**src/rtl/fp_classify_pipe.sv**
```systemverilog
// -----------------------------------------------------------------------------
// fp_classify_pipe
//
// Two-stage pipelined IEEE-754 operand classifier with valid/ready handshakes
// on both sides. Each accepted word is decoded into a 3-bit class code, its
// sign, and a "special" flag (set for every class except Normal). Special
// operands are steered to the FP bypass path by the consumer of this block.
//
// Class codes: 0 Zero, 1 Normal, 2 +Inf, 3 -Inf, 4 qNaN, 5 sNaN, 6 Subnormal.
// Code 7 is never produced.
//
// Parameters:
//   EXP_W  exponent field width (8 single, 11 double, 5 half)
//   MAN_W  mantissa field width (23 single, 52 double, 10 half)
//   CNT_W  width of the saturating class event counters
//
// Ports:
//   clk          clock, all state on the rising edge
//   rst          synchronous active-high reset
//   in_data      operand {sign, exponent, mantissa}
//   in_valid     operand present
//   in_ready     operand accepted this cycle (combinational from pipe state)
//   out_class    class code of the delivered result
//   out_sign     sign of the delivered result
//   out_special  1 for every class except Normal
//   out_valid    result present
//   out_ready    downstream accepts the result
//   cnt_clr      synchronous clear of the event counters (wins over increment)
//   cnt_special  number of special results delivered
//   cnt_nan      number of qNaN/sNaN results delivered
//   cnt_total    number of results delivered
//
// Build option:
//   FP_CLASS_CNT_EN  when defined, the three counters are built. When not
//                    defined, the counter outputs are tied to 0 and cnt_clr is
//                    ignored; the port list is identical in both builds.
// -----------------------------------------------------------------------------
module fp_classify_pipe #(
  parameter int EXP_W = 8,
  parameter int MAN_W = 23,
  parameter int CNT_W = 16
) (
  input  logic                     clk,
  input  logic                     rst,
  input  logic [EXP_W+MAN_W:0]     in_data,
  input  logic                     in_valid,
  output logic                     in_ready,
  output logic [2:0]               out_class,
  output logic                     out_sign,
  output logic                     out_special,
  output logic                     out_valid,
  input  logic                     out_ready,
  input  logic                     cnt_clr,
  output logic [CNT_W-1:0]         cnt_special,
  output logic [CNT_W-1:0]         cnt_nan,
  output logic [CNT_W-1:0]         cnt_total
);

  localparam int W = EXP_W + MAN_W + 1;

  typedef enum logic [2:0] {
    CLS_ZERO      = 3'd0,
    CLS_NORMAL    = 3'd1,
    CLS_INF_POS   = 3'd2,
    CLS_INF_NEG   = 3'd3,
    CLS_QNAN      = 3'd4,
    CLS_SNAN      = 3'd5,
    CLS_SUBNORMAL = 3'd6
  } fp_class_e;

  // ---------------------------------------------------------------------------
  // Field extraction
  // ---------------------------------------------------------------------------
  logic             in_sign;
  logic [EXP_W-1:0] in_exp;
  logic [MAN_W-1:0] in_man;

  assign in_sign = in_data[W-1];
  assign in_exp  = in_data[W-2 -: EXP_W];
  assign in_man  = in_data[MAN_W-1:0];

  // ---------------------------------------------------------------------------
  // Handshake / advance conditions
  // ---------------------------------------------------------------------------
  logic v1, v2;
  logic s1_adv, s2_adv;

  // A stage may load when it is empty or when its content moves on this cycle.
  // Ready therefore ripples back combinationally and the pipe has no bubbles.
  assign s2_adv    = !v2 || out_ready;
  assign s1_adv    = !v1 || s2_adv;
  assign in_ready  = s1_adv;
  assign out_valid = v2;

  // ---------------------------------------------------------------------------
  // Stage 1: reduce the operand to the few flags the decode needs
  // ---------------------------------------------------------------------------
  logic s1_sign, s1_exp_zero, s1_exp_ones, s1_man_zero, s1_man_msb;

  // NOTE: sequential state is written only with non-blocking assignments so
  // every register samples the pre-edge value of every other register.
  always_ff @(posedge clk) begin
    if (rst) begin
      // NOTE: the flag registers are reset along with the valid bit; they are
      // few and it keeps the pipe free of X after reset in simulation.
      v1          <= 1'b0;
      s1_sign     <= 1'b0;
      s1_exp_zero <= 1'b0;
      s1_exp_ones <= 1'b0;
      s1_man_zero <= 1'b0;
      s1_man_msb  <= 1'b0;
    end else if (s1_adv) begin
      v1 <= in_valid;
      // Data is only captured with a real transfer; idle cycles leave it alone.
      if (in_valid) begin
        s1_sign     <= in_sign;
        s1_exp_zero <= (in_exp == '0);
        s1_exp_ones <= (in_exp == '1);
        s1_man_zero <= (in_man == '0);
        s1_man_msb  <= in_man[MAN_W-1];
      end
    end
  end

  // ---------------------------------------------------------------------------
  // Stage 2 decode
  // ---------------------------------------------------------------------------
  fp_class_e s2_class_d;

  // NOTE: the default assignment at the top covers every path, so this block
  // can never infer a latch.
  always_comb begin
    s2_class_d = CLS_NORMAL;
    if (s1_exp_zero) begin
      s2_class_d = s1_man_zero ? CLS_ZERO : CLS_SUBNORMAL;
    end else if (s1_exp_ones) begin
      if (s1_man_zero) begin
        s2_class_d = s1_sign ? CLS_INF_NEG : CLS_INF_POS;
      end else begin
        // Quiet NaNs carry the mantissa MSB; signalling NaNs have it clear.
        s2_class_d = s1_man_msb ? CLS_QNAN : CLS_SNAN;
      end
    end
  end

  always_ff @(posedge clk) begin
    if (rst) begin
      v2          <= 1'b0;
      out_class   <= CLS_ZERO;
      out_sign    <= 1'b0;
      out_special <= 1'b0;
    end else if (s2_adv) begin
      v2 <= v1;
      // Output data only changes when a new result arrives, which keeps it
      // stable while the consumer stalls.
      if (v1) begin
        out_class   <= s2_class_d;
        out_sign    <= s1_sign;
        out_special <= (s2_class_d != CLS_NORMAL);
      end
    end
  end

  // ---------------------------------------------------------------------------
  // Event counters
  // ---------------------------------------------------------------------------
`ifdef FP_CLASS_CNT_EN
  logic out_hs;
  logic out_is_nan;

  assign out_hs     = v2 && out_ready;
  assign out_is_nan = (out_class == CLS_QNAN) || (out_class == CLS_SNAN);

  function automatic logic [CNT_W-1:0] sat_inc(input logic [CNT_W-1:0] c);
    return (c == '1) ? c : c + CNT_W'(1);
  endfunction

  always_ff @(posedge clk) begin
    if (rst || cnt_clr) begin
      cnt_special <= '0;
      cnt_nan     <= '0;
      cnt_total   <= '0;
    end else if (out_hs) begin
      cnt_total <= sat_inc(cnt_total);
      if (out_special) cnt_special <= sat_inc(cnt_special);
      if (out_is_nan)  cnt_nan     <= sat_inc(cnt_nan);
    end
  end
`else
  logic unused_cnt_clr;

  assign unused_cnt_clr = cnt_clr;
  assign cnt_special    = '0;
  assign cnt_nan        = '0;
  assign cnt_total      = '0;
`endif

endmodule

```
**config.mk**
```make
export PLATFORM = sky130hd
export DESIGN_NAME = fp_classify_pipe
export DESIGN_NICKNAME = d
export VERILOG_FILES = /design/src/rtl/fp_classify_pipe.sv
export SDC_FILE = /design/constraint.sdc
export NUM_CORES = 1
export LEC_CHECK = 0
export ABC_AREA = 1
export CORE_ASPECT_RATIO = 2
export CORE_UTILIZATION = 30
export CTS_CLUSTER_DIAMETER = 30
export CTS_CLUSTER_SIZE = 20
export DETAILED_ROUTE_END_ITERATION = 16
export GPL_TIMING_DRIVEN = 0
export PLACE_DENSITY = 0.81
export SLEW_MARGIN = 20
export SYNTH_ARGS = -nofsm -noshare
export SYNTH_HDL_FRONTEND = slang
export SYNTH_SLANG_ARGS = --single-unit
```
**constraint.sdc**
```tcl
create_clock -name clk -period 1.08 [get_ports clk]
set_input_delay 0.216 -clock clk [delete_from_list [all_inputs] [get_ports clk]]
set_output_delay 0.216 -clock clk [all_outputs]
set_load 0.005 [all_outputs]
```
==> metrics.yaml <==
sta:
  fmaxAchievable_mhz: 955
  setup_viol: 0
  skew_ns: 0.00275
  final_hold_viol_count: 0
  rsz0062_at_grt: "yes"
  fin_setup_tns_ns: 0
  fin_ws_ns: 0.0326
  min_period_ns: 1.05
  fin_crit_sh_pct: 97.0
  slew_violations: 0
worst_setup_path:
  cpPeakStageDelay_ns: 0.33
  worst-setup-path-type: "flop to output port"
  critPathLaunchType: "flop"
  cp.arrival_ns: 0.83
  crit_chain: "dlygate4sd2_1"
  crit_required_ns: 0.86
  crit_fanout: 3
  cp_num_buf_inv: 1
  cp-end-kind: "output port"
  crit_slowest_cell: "dfxtp_2"
  path_delay_family: "flip-flops"
pwr:
  combPwrFrac_pct: 29.2
  cellLeakagePower_nw: 0.878
  pwr-share-seq_pct: 35.3
  p_switching_mw: 0.318
  switching_share_pct: 23.3
  peakVddDrop_uv: 578
  intPower_mw: 1.05
  total_power_mw: 1.37
  power.clock.fraction_pct: 35.5
  power.density_nw_per_um2: 824
logic_synthesis:
  syn_area_um2: 967
  syn_inst: 140
  syn_area_per_cell_um2: 6.91
  synthDistinctLibCells: 18
  ys_seq_elements: 12
  ys.warnings.count: 0
  synth_seq_area_share_pct: 24.8
drt:
  vias_per_cell: 3.71
  vias: 977
  drc: 0
  drt_iter0_drc: 3
  first_pass_iters: 3
  wl_per_cell_um: 7.06
  ant_nets: 0
  wl_mm: 1.86
floorplan:
  die_h_um: 82.3
  num_rows: 28
  die_width_um: 42.2
  coreArea_um2: 3010
  start_util_pct: 32.1
  dieArea_um2: 3470
  io_pins: 92
finish:
  num-nets-final: 271
  n_antenna_cell: 0
  fillCellCount: 291
  design_area_um2: 1660
  final_cell_mix: "buf_4 (48), conb_1 (48), nor2_1 (33), clkdlybuf4s50_1 (33), nand2_1 (15)"
  drive_gt1_share_pct: 27.5
  fin_cells: 263
  synthToLayoutAreaGrowth_pct: 71.3
clock_network:
  clk_pin_slew_ns: 0.05
  cts_hold_buf: 0
  insertion_delay_ns: 0.24
  cts_root_buf: "clkbuf_8"
  cts_max_level: 1
  cts_made_buffers: 3
  cts_tree: "yes"
  cts_buffer_depth: 2
  cts_setup_buffers: 0
  cts.sinks: 12
placement:
  dp_cells: 259
  gp_congestion: 0.740
  dp_slack_ns: -0.444
  io_buffers: 42
  placed_area_um2: 1600
  hpwl_mm: 1.69
global_route:
  grt_max_degree: 8
  grt_remaining_overflow: 0
  antenna_found_initial: 0
  grt_first_pass_wirelength_mm: 2.79
  grt_pass1_vias: 802
  grt_usage_pct: 10.2
worst_hold_path:
  min_path_type: "primary input to flop"
run_status:
  status: "completed"
job:
  drv_cap: 0
## power by group through the flow
stage,Sequential [mW],Clock [mW],Combinational (mW)
2_1_floorplan,0.490,0,0.232
3_3_place_gp,0.490,0,0.396
3_5_place_dp,0.491,0,0.400
4_1_cts,0.482,0.496,0.392
5_1_grt,0.484,0.516,0.439
6_report,0.482,0.485,0.399
## state kept, by name (all words and copies together) (netlist names)
register     flops
out_special      1
s1_exp_zero      1
s1_sign          1
s1_exp_ones      1
out_class        3
out_sign         1
out_valid        1
s1_man_msb       1
v1               1
s1_man_zero      1
## worst paths after layout
path                              startpoint            to  slack [ns]  cells after the start
worst max-delay path               out_valid     out_valid        0.03                      1
worst max register to register     out_valid  out_class[0]        0.12                      5
worst min register to register  out_class[2]  out_class[2]        0.46                      2
worst min-delay path             in_data[22]    s1_man_msb        0.28                      3
## cell usage after synthesis, drive strengths merged
cell type / number / area (um2)
buf: 48 / 360
nor2: 35 / 139
nand2: 17 / 73.8
dfxtp: 12 / 240
inv: 8 / 32.5
a21oi: 7 / 35.0
o21ai: 7 / 38.8
nand4: 3 / 18.8
conb: 1 / 3.75
nand3: 1 / 17.5
o211ai: 1 / 7.51
## cell type report
type,count,area [um2],area share [%]
flip-flops and latches,12,243,14.7
clock buffers,4,55.1,3.32
multi-input cells,119,513,31.0
inverters,8,32.5,1.96
plain buffers,48,360,21.8
well taps,30,37.5,2.27
repair buffers,42,415,25.1
## per-layer routing
metal,vias up,wire [um],GRT usage (%)
met4,0,15,4.69
met3,2,243,2.39
li1,527,-,-
met1,379,594,8.23
met2,69,1000,21.7
met5,-,0,0
## logic make-up (layout without fill, tap and decap cells)
logic type	Yosys count	after routing	synth area share (%)
other	1	48	0.388
flip-flops	12	12	24.8
AND/OR/NAND/NOR	56	56	25.7
AO/OA/AOI/OAI	15	15	8.41
buffers and inverters	56	102	40.6
## repair_timing
item / CTS / global route
pin swaps: 0 / 7
gates resized for setup: 14 / 3
setup endpoints to repair: 7 / 2
## per-stage QoR
step / hold WS (ns) / util (%)
2_1_floorplan: 0.285 / -
3_3_place_gp: 0.453 / 53.2
3_5_place_dp: 0.459 / 53.2
4_1_cts: 0.402 / 54.8
5_1_grt: 0.309 / 55.0
6_report: 0.281 / 55.0
Note: power is estimated with default switching activity, not from simulation.
